## config.mk

```make
export PLATFORM = sky130hd
export DESIGN_NAME = clock_divider
export DESIGN_NICKNAME = d
export VERILOG_FILES = /design/src/rtl/clock_divider_pkg.sv /design/src/rtl/clock_divider.sv
export SDC_FILE = /design/constraint.sdc
export NUM_CORES = 1
export LEC_CHECK = 0
export CAP_MARGIN = 15
export CORE_ASPECT_RATIO = 0.5
export CORE_MARGIN = 5
export CORE_UTILIZATION = 40
export DETAILED_ROUTE_END_ITERATION = 6
export SLEW_MARGIN = 10
export SYNTH_ARGS = -nofsm -noshare
export SYNTH_HDL_FRONTEND = slang
export SYNTH_SLANG_ARGS = --single-unit
```

## constraint.sdc

```tcl
create_clock -name i_clk -period 4.95 [get_ports i_clk]
set_input_delay 0.99 -clock i_clk [delete_from_list [all_inputs] [get_ports i_clk]]
set_output_delay 0.99 -clock i_clk [all_outputs]
set_load 0.005 [all_outputs]
```

## src/rtl/clock_divider_pkg.sv

```systemverilog
// Shared constants, state encoding and divisor helpers for the burst clock divider.
package clock_divider_pkg;

    localparam int unsigned DIV_W       = 8;
    localparam int unsigned CNT_W       = 4;
    localparam int unsigned NUM_PERIODS = 8;

    localparam logic [DIV_W-1:0] DEFAULT_DIV = 8'd2;
    localparam logic [CNT_W-1:0] LAST_PERIOD = CNT_W'(NUM_PERIODS - 1);

    typedef enum logic [1:0] {
        IDLE = 2'd0,
        RUN  = 2'd1,
        DONE = 2'd2
    } state_e;

    // Divisors below 2 cannot form a high and a low phase, so clamp them.
    function automatic logic [DIV_W-1:0] eff_div(input logic [DIV_W-1:0] d);
        return (d < DIV_W'(2)) ? DIV_W'(2) : d;
    endfunction

    function automatic logic [DIV_W-1:0] high_len(input logic [DIV_W-1:0] de);
        return de >> 1;
    endfunction

    function automatic logic [DIV_W-1:0] low_len(input logic [DIV_W-1:0] de);
        return de - (de >> 1);
    endfunction

endpackage

```

## src/rtl/clock_divider.sv

```systemverilog
// Burst clock divider: on start, emits NUM_PERIODS periods of i_clk/De, then one
// DONE cycle before returning to IDLE.
module clock_divider
    import clock_divider_pkg::*;
(
    input  logic       i_clk,
    input  logic       i_rst,
    input  logic [8:0] i_config,
    input  logic       i_start_n,
    output logic       o_idle,
    output logic       o_clk
);

    state_e             state_q, state_d;
    logic [DIV_W-1:0]   div_q, div_d;
    logic [DIV_W-1:0]   half_q, half_d;
    logic [CNT_W-1:0]   per_q, per_d;
    logic               clk_q, clk_d;
    logic               idle_q, idle_d;
    logic [DIV_W-1:0]   de_c;

    // Divisor is only written in IDLE, so it stays stable for the whole burst.
    always_comb begin
        div_d = div_q;
        if ((state_q == IDLE) && i_config[0]) begin
            div_d = i_config[8:1];
        end
    end

    assign de_c = eff_div(div_d);

    // half_q holds the cycles left in the current phase after this one.
    always_comb begin
        state_d = state_q;
        half_d  = half_q;
        per_d   = per_q;
        clk_d   = clk_q;
        idle_d  = idle_q;

        case (state_q)
            IDLE: begin
                clk_d  = 1'b0;
                idle_d = 1'b1;
                if (!i_start_n) begin
                    state_d = RUN;
                    idle_d  = 1'b0;
                    clk_d   = 1'b1;
                    per_d   = '0;
                    half_d  = high_len(de_c) - DIV_W'(1);
                end
            end

            RUN: begin
                if (half_q != '0) begin
                    half_d = half_q - DIV_W'(1);
                end else if (clk_q) begin
                    clk_d  = 1'b0;
                    half_d = low_len(de_c) - DIV_W'(1);
                end else if (per_q == LAST_PERIOD) begin
                    state_d = DONE;
                    clk_d   = 1'b0;
                    half_d  = '0;
                    per_d   = '0;
                end else begin
                    per_d  = per_q + CNT_W'(1);
                    clk_d  = 1'b1;
                    half_d = high_len(de_c) - DIV_W'(1);
                end
            end

            DONE: begin
                state_d = IDLE;
                clk_d   = 1'b0;
                idle_d  = 1'b1;
            end

            default: begin
                state_d = IDLE;
                half_d  = '0;
                per_d   = '0;
                clk_d   = 1'b0;
                idle_d  = 1'b1;
            end
        endcase
    end

    always_ff @(posedge i_clk or posedge i_rst) begin
        if (i_rst) begin
            state_q <= IDLE;
            div_q   <= DEFAULT_DIV;
            half_q  <= '0;
            per_q   <= '0;
            clk_q   <= 1'b0;
            idle_q  <= 1'b1;
        end else begin
            state_q <= state_d;
            div_q   <= div_d;
            half_q  <= half_d;
            per_q   <= per_d;
            clk_q   <= clk_d;
            idle_q  <= idle_d;
        end
    end

    assign o_clk  = clk_q;
    assign o_idle = idle_q;

endmodule

```

### Word level (Yosys, flattened, before mapping)

Index checks and enable logic that the tools add are counted.
W data, S select, Z words.

| word-level totals | value |
|---|---|
| flip-flop bits (word level) | 24 |
| bits of input ports | 12 |

| operators by class | value |
|---|---|
| mux-type cells | 24 |
| magnitude comparators | 1 |
| reductions and logical operators | 6 |
| equal/unequal tests | 7 |
| bitwise logic cells | 1 |
| $add $sub $neg | 5 |

Operator list:

| operator | count |
|---|---|
| $mux W8 | 6 |
| $pmux W8 S3 | 1 |
| $mux W4 | 4 |
| $sub A8 B1 Y8 const B | 2 |
| $pmux W4 S3 | 1 |
| $lt A8 B2 Y1 const B | 1 |
| $mux W2 | 4 |
| $ne A2 B2 Y1 const B | 4 |
| $reduce_and A4 Y1 | 2 |
| $reduce_bool A8 Y1 | 1 |
| $sub A7 B1 Y8 const B | 1 |
| $sub A8 B7 Y8 | 1 |
| $mux W1 | 5 |
| $add A4 B1 Y4 const B | 1 |
| $eq A4 B3 Y1 const B | 1 |
| $pmux W1 S2 | 2 |
| $pmux W2 S2 | 1 |
| $eq A2 B1 Y1 const B | 1 |
| $eq A2 B2 Y1 const B | 1 |
| $logic_not A2 Y1 | 1 |
| $reduce_and A2 Y1 | 1 |
| $logic_and A1 B1 Y1 | 1 |
| $not A1 Y1 | 1 |

### Depth between registers and ports, before layout

Gate-level depths: netlist of the first run.

| depth | value |
|---|---|
| depth in word-level cells | 10 |
| gate-level depth with buffers | 19 |

### Least setup slack after synthesis of the first run

Ideal clock, no wire load.

| path | value |
|---|---|
| path kind | input port to flip-flop |
| from | input i_config[0] |
| to | register half_q[6] |
| required time | 4,820 ps |
| path buffers | 1 |
| stages | 14 |
| path slack | 489 ps |
| data arrival time | 4,331 ps |
| cell sequence | or3b_1 -> buf_6 -> and2_1 -> a21oi_1 -> ha_1 -> or4b_1 -> nor2_1 -> o32ai_4 -> fa_1 -> o311a_1 -> o31a_1 -> xnor2_1 -> a221oi_1 -> o21ai_0 |

| on the way | value |
|---|---|
| word-level cells in the longest chain between the ends | 9 |

RTL lines:

| element | line | source |
|---|---|---|
| from (decl) | clock_divider.sv:8 | `input logic [8:0] i_config,` |
| $logic_and A1 B1 Y1 * | clock_divider.sv:25 | `if ((state_q == IDLE) && i_config[0]) begin` |
| $mux W8 * | clock_divider.sv:25 |  |
| $lt A8 B2 Y1 | clock_divider_pkg.sv:19 | `return (d < DIV_W'(2)) ? DIV_W'(2) : d;` |
| $mux W8 * | clock_divider_pkg.sv:19 |  |
| $sub A8 B7 Y8 / $sub A7 B1 Y8 (equally long branches) | clock_divider_pkg.sv:27, clock_divider.sv:49, clock_divider.sv:67 |  |
| $sub A8 B1 Y8 / $mux W8 (equally long branches) | clock_divider.sv:58, clock_divider.sv:59 |  |
| $mux W8 | clock_divider.sv:56 | `end else if (clk_q) begin` |
| $mux W8 | clock_divider.sv:54 | `if (half_q != '0) begin` |
| $pmux W8 S3 * | clock_divider.sv:40 | `case (state_q)` |
| to (signal assigned) | clock_divider.sv:98 | `half_q <= half_d;` |
| to (decl) | clock_divider.sv:16 | `logic [DIV_W-1:0] half_q, half_d;` |

Every way passes the cells marked *; elsewhere a longest branch is shown, timed or not. The select of a mux whose other input is x is not followed.
A chain may end at the register's enable or synchronous reset.

### Final worst setup path of the first run

| path | value |
|---|---|
| from | input i_config[0] |
| to | register half_q[5] |

| on the way | value |
|---|---|
| word-level cells in the longest chain between the ends | 9 |

RTL lines:

| element | line | source |
|---|---|---|
| $logic_and A1 B1 Y1 * | clock_divider.sv:25 |  |
| $mux W8 * | clock_divider.sv:25 |  |
| net div_d[6] | clock_divider.sv:15 | `logic [DIV_W-1:0] div_q, div_d;` |
| $lt A8 B2 Y1 | clock_divider_pkg.sv:19 |  |
| $mux W8 * | clock_divider_pkg.sv:19 |  |
| $sub A8 B7 Y8 / $sub A7 B1 Y8 (equally long branches) | clock_divider_pkg.sv:27, clock_divider.sv:49, clock_divider.sv:67 |  |
| $sub A8 B1 Y8 / $mux W8 (equally long branches) | clock_divider.sv:58, clock_divider.sv:59 |  |
| $mux W8 | clock_divider.sv:56 |  |
| $mux W8 | clock_divider.sv:54 |  |
| $pmux W8 S3 * | clock_divider.sv:40 |  |

Mark *: on every way through the listed nets, which the timed path passes. The rest lies on a longest branch. The select of a mux whose other input is x is not followed.

==> results.cfg, run 1 <==
[route]
drt_iter0_drc = 120
vias = 1776
drc = 0
via_per_inst = 5.398
drt_pass1_iterations = 5
antenna_left = 0
routed_wl_mm = 4.911
wire_per_inst_um = 14.93

[critical_path]
crit_arrival_ns = 4.88
r2r-end = half_q[5]
cp.required_ns = 5.11
r2r_setup_slack_ns = 0.84
cp-end-kind = flip-flop
path_class = in2reg
worst_setup_path_start_kind = input pin
r2r_cells = 16
r2r-start = state_q[1]
path_max_fanout = 5
critPathLaunch = i_config[0]

[global_routing]
use_met2 = 0.2569
track_usage = 0.1595
grt_pass1_vias = 1781
use_met1 = 0.2284
use_met3 = 0.02092
grt-ovfl-total = 0
grt-busiest-layer = met2
grt_pass1_wl_mm = 8.556
grt_max_degree = 25
antenna_found_initial = 0

[yosys]
synthCells = 240
synth_cell_types = 51
synth_area_per_cell_um2 = 8.482
synth_fp_nets = 272
synth_area_um2 = 2036
synthTopCellsByArea = dfrtp_1 27%, ha_1 12%, nand2_1 5.7%
synthArstFlopShare = 1.000
yosysTopAreaCellShare = 0.2704
synth_edf_count = 0
synth_seq_cells = 24
ys.flop_type = dfrtp_1
yosys.area.top_type = dfrtp_1
yosysSeqAreaShare = 0.2963
yosysWarnings = 0

[floorplan]
die_h_um = 60.45
rows = 18
core_um2 = 4932
initial_utilization = 0.4127
io-pin-count = 14
die_w_um = 110.9
fp.dieArea_um2 = 6703

[cts]
path_clk_slew_ns = 0.09
numCtsBuffers = 3
clockBufferDepth = 2
hold_buffers = 0
cts_htree_levels = 1
cts_root_buf = clkbuf_8
cts_tree = yes
clock_sinks = 24
clock_latency_ns = 0.28

[placement]
gp_congestion = 0.9006
hpwl_mm = 3.909
dp_cells = 325
place_area_um2 = 2286
port_buffers = 13

[cells_and_area]
antenna_cells = 0
fin_util = 0.4789
num-fill-cells = 483
nets = 292
syn2layout_area_growth_pct = 16.04
drive_gt1_frac = 0.08880
instances_no_fill = 329
final_area_um2 = 2362
multi_input_area_um2 = 1306
regArea_um2 = 603.1

[run]
maxCapViolCount = 0

[timing]
fin_tns_setup_ns = 0
max_freq_mhz = 212.0
rsz0062_at_grt = false
worst_pin_slew_ns = 0.9562
setup_viol = 0
period_needed_ns = 4.718
period_share = 0.9531
relSlewSlack = 0.3618
finalHoldViolations = 0
final_max_slew_viol_count = 0
whs_ns = 0.4751
final.setup_skew_ns = 0.009478

[worst_hold_path]
hold_end = div_q[1]
hold_path_class = reg2reg
hold_path_depth = 2
holdCritStartpoint = div_q[1]

[power]
p_comb_frac = 0.342
netSwitchingPower_uw = 228.8
seqPwrFrac = 0.396
peakVddDrop_mv = 0.1126
p_sw_frac = 0.3412
power_per_cell_area_nw_per_um2 = 283.8
p_int_uw = 441.7
leakage_uw = 0.001095
p_clk_frac = 0.262

[status]
status = complete, no violations
timing repair:
action,CTS,global route
resized for setup,0,1
endpoints found under the hold margin,0,0
setup endpoints to repair,0,2
buffers inserted,0,0
how the worst max path moves through the flow:
stage | end | cells after the start
final | half_q[5] | 17
after detailed placement | half_q[6] | 15
after CTS | half_q[6] | 15
after floorplan | half_q[6] | 14
after global placement | half_q[5] | 17
after global routing | half_q[5] | 17
sequential cells by signal (all words and copies together) (netlist names):
name	cells
div_q	8
half_q	8
per_q	4
state_q	2
o_clk	1
o_idle	1
routing by layer:
layer / wire length, um / share of wire
met5: 0 / 0
met4: 48 / 0.0098
met3: 287 / 0.058
met2: 2161 / 0.44
met1: 2414 / 0.49
logic make-up (layout without fill, tap and decap cells):
logic type	count (synthesis)	after routing	synth area share
AND/OR/NAND/NOR	89	89	0.2194
adder cells (fa/ha/maj)	20	20	0.1266
AO/OA/AOI/OAI	57	57	0.2041
XOR/XNOR	15	15	0.06454
buffers and inverters	30	49	0.06453
multiplexers	5	5	0.02459
flip-flops	24	24	0.2963
synth_stat cells, types with 5 or more instances:
library cell / n
nor3_1: 7
a221oi_1: 5
dfrtp_1: 22
a21oi_1: 8
ha_1: 19
nor2b_1: 5
o21ai_0: 13
nor2_1: 19
mux2i_1: 5
inv_1: 20
xnor2_1: 12
nand2_1: 31
clkbuf_1: 5
nand3_1: 6
stage by stage:
step                      power (uW)  worst slack, ns
after detailed placement       493.7         0.002982
final                          670.5           0.2321
after floorplan                428.8           0.4889
after global routing           721.5          0.01530
after global placement         490.9          0.08405
after CTS                      672.6           0.2839
power groups by stage:
stage / Sequential, uW / Clock (uW) / Combinational (uW)
final: 266 / 175 / 229
after global routing: 273 / 189 / 260
after CTS: 266 / 180 / 227
after detailed placement: 270 / 0 / 224
after global placement: 270 / 0 / 221
after floorplan: 257 / 0 / 172
cell usage in the layout, fill, tap and decap left out, drive strengths merged, types with 4 or more instances in the layout:
master / instances
xnor2: 12
nor2b: 5
nor3: 7
clkdlybuf4s50: 13
buf: 11
nor2: 19
ha: 19
o22ai: 4
o31ai: 4
inv: 21
nand3: 6
a31oi: 4
a221oi: 5
a21oi: 8
mux2i: 5
dfrtp: 22
nand2: 31
o21ai: 13
and2: 4
final cells by class:
| cell class | instances | area share |
|---|---|---|
| Clock buffer | 3 | 0.01748 |
| Clock inverter | 1 | 0.01271 |
| Inverter | 21 | 0.03443 |
| Multi-Input combinational cell | 186 | 0.5530 |
| Sequential cell | 24 | 0.2553 |
| Tap cell | 70 | 0.03708 |
| Timing Repair Buffer | 24 | 0.09004 |
critical path: stages:
cell and delay (ns):
clkdlybuf4s50_1 0.46, or3b_1 0.41, and2_1 0.20, a21o_1 0.19, inv_1 0.09, ha_1 0.18, or4b_1 0.48, nor2_1 0.19
o32ai_4 0.11, buf_4 0.18, ha_1 0.34, nor2b_1 0.09, o21ai_0 0.27, a31oi_1 0.16, xnor2_1 0.17, a221oi_1 0.27
o31ai_1 0.11
Power figures use the tool's default switching activity.
==> run 2, diff against run 1 <==
--- a/config.mk
+++ b/config.mk
@@ -7,7 +7,7 @@
 export LEC_CHECK = 0
 export CAP_MARGIN = 15
 export CORE_ASPECT_RATIO = 0.5
-export CORE_MARGIN = 5
+export CORE_MARGIN = 4
 export CORE_UTILIZATION = 40
 export DETAILED_ROUTE_END_ITERATION = 6
 export SLEW_MARGIN = 10
==> run 2 against run 1 <==
Net effect:
- sequential power hardly changed
- clock skew shrank 0.00095 ns
- clock power up 2%
- maximum frequency down 0.95%
- critical path depth decreased by 2
- largest power group unchanged
==> results.cfg, run 2 (same netlist as run 1, synthesis figures left out) <==
[run]
maxCapViolCount = 0

[cts]
numCtsBuffers = 3
cts_htree_levels = 1
path_clk_slew_ns = 0.09
clockBufferDepth = 2
cts_root_buf = clkbuf_8
clock_sinks = 24
cts_tree = yes
hold_buffers = 0
clock_latency_ns = 0.28

[global_routing]
grt_max_degree = 25
antenna_found_initial = 0
grt_pass1_wl_mm = 8.597
use_met1 = 0.2451
grt-busiest-layer = met2
grt_pass1_vias = 1778
use_met3 = 0.03176
track_usage = 0.1709
use_met2 = 0.2740
grt-ovfl-total = 0

[placement]
hpwl_mm = 3.983
gp_congestion = 0.9156
port_buffers = 13

[timing]
worst_pin_slew_ns = 0.9701
period_needed_ns = 4.763
relSlewSlack = 0.3525
final.setup_skew_ns = 0.008527
rsz0062_at_grt = false
final_max_slew_viol_count = 0
fin_tns_setup_ns = 0
max_freq_mhz = 210.0
setup_viol = 0
period_share = 0.9622
finalHoldViolations = 0

[critical_path]
cp-end-kind = flip-flop
worst_setup_path_start_kind = input pin
path_max_fanout = 4
path_class = in2reg
crit_arrival_ns = 4.91
cp.required_ns = 5.10

[worst_hold_path]
hold_path_class = reg2reg

[route]
vias = 1856
routed_wl_mm = 5.109
via_per_inst = 5.641
antenna_left = 0
drt_iter0_drc = 124
wire_per_inst_um = 15.53
drc = 0
drt_pass1_iterations = 5

[cells_and_area]
multi_input_area_um2 = 1306
syn2layout_area_growth_pct = 16.04
num-fill-cells = 478
drive_gt1_frac = 0.08880
regArea_um2 = 603.1
layout_common_cells = 31 x nand2_1, 22 x dfrtp_1, 20 x inv_1, 19 x nor2_1, 19 x ha_1
final_common_cell = nand2_1
antenna_cells = 0
reg_top3 = div_q (8), half_q (8), per_q (4)
fin_util = 0.4789
nets = 292

[floorplan]
fp.dieArea_um2 = 6364
die_w_um = 108.9
io-pin-count = 14
core_um2 = 4932
initial_utilization = 0.4127
die_h_um = 58.45
rows = 18

[status]
status = complete, no violations

[power]
leakage_uw = 0.001095
power_per_cell_area_nw_per_um2 = 286.6
peakVddDrop_mv = 0.1249
==> run 2: cell counts in the layout (fill, tap and decap cells not counted) <==
No cell type changed its count.
==> run 2: critical path, cell delays in order <==
cell and delay (ns):
clkdlybuf4s50_1 0.46, or3b_1 0.41, and2_1 0.20, a21o_1 0.18, inv_1 0.08, ha_1 0.20
or4b_1 0.50, nor2_1 0.20, o32ai_4 0.11, fa_1 0.44, o311a_1 0.34, o31a_1 0.27
xnor2_1 0.13, a221oi_1 0.29, o21ai_0 0.12
==> run 2: final cells by class <==
type	count	area share
clock buffer	3	0.01748
clock inverter	1	0.01271
inverter	21	0.03443
multi-input combinational	186	0.5530
sequential	24	0.2553
tap	70	0.03708
timing repair buffer	24	0.09004
==> run 2: through the flow <==
stage          instance area (um^2)  setup WS [ns]  hold WS, ns  instances  total power (uW)
2_1_floorplan                  2036         0.4889       0.4364        240             428.8
3_3_place_gp                   2286        0.08098       0.4637        325             489.1
3_5_place_dp                   2286       -0.04341       0.4668        325             496.1
4_1_cts                        2357         0.2321       0.4822        329             676.7
5_1_grt                        2362        0.02656       0.4987        329             719.2
6_report                       2362         0.1870       0.4770        329             677.1
==> run 2: worst paths after layout <==
path / end / from / depth (start not counted) / slack [ns]
worst max-delay path: half_q[6] / i_config[0] / 15 / 0.19
worst min-delay path: div_q[1] / div_q[1] / 2 / 0.48
worst max register to register: half_q[6] / state_q[1] / 14 / 0.79
worst min register to register: div_q[1] / div_q[1] / 2 / 0.48
max in group asynchronous: half_q[6] / i_rst / 2 / 3.13
min in group asynchronous: div_q[3] / i_rst / 2 / 1.23
==> run 2: routing by layer <==
metal  share of wire  wire [um]
met5               0          0
met1            0.47       2414
met4           0.011         55
met3           0.062        317
met2            0.45       2321
==> run 2: timing repair <==
| item | CTS | global route |
|---|---|---|
| resized for setup | 0 | 1 |
| hold endpoints to repair | 0 | 0 |
| buffers inserted | 0 | 0 |
| setup endpoints to repair | 0 | 2 |
==> run 2: power by group <==
part	leakage [uW]	total (uW)	switching, uW	internal, uW
Sequential	0.000277	267	39.5	228
Clock	0.0000357	179	70.5	108
Combinational	0.000782	231	125	106
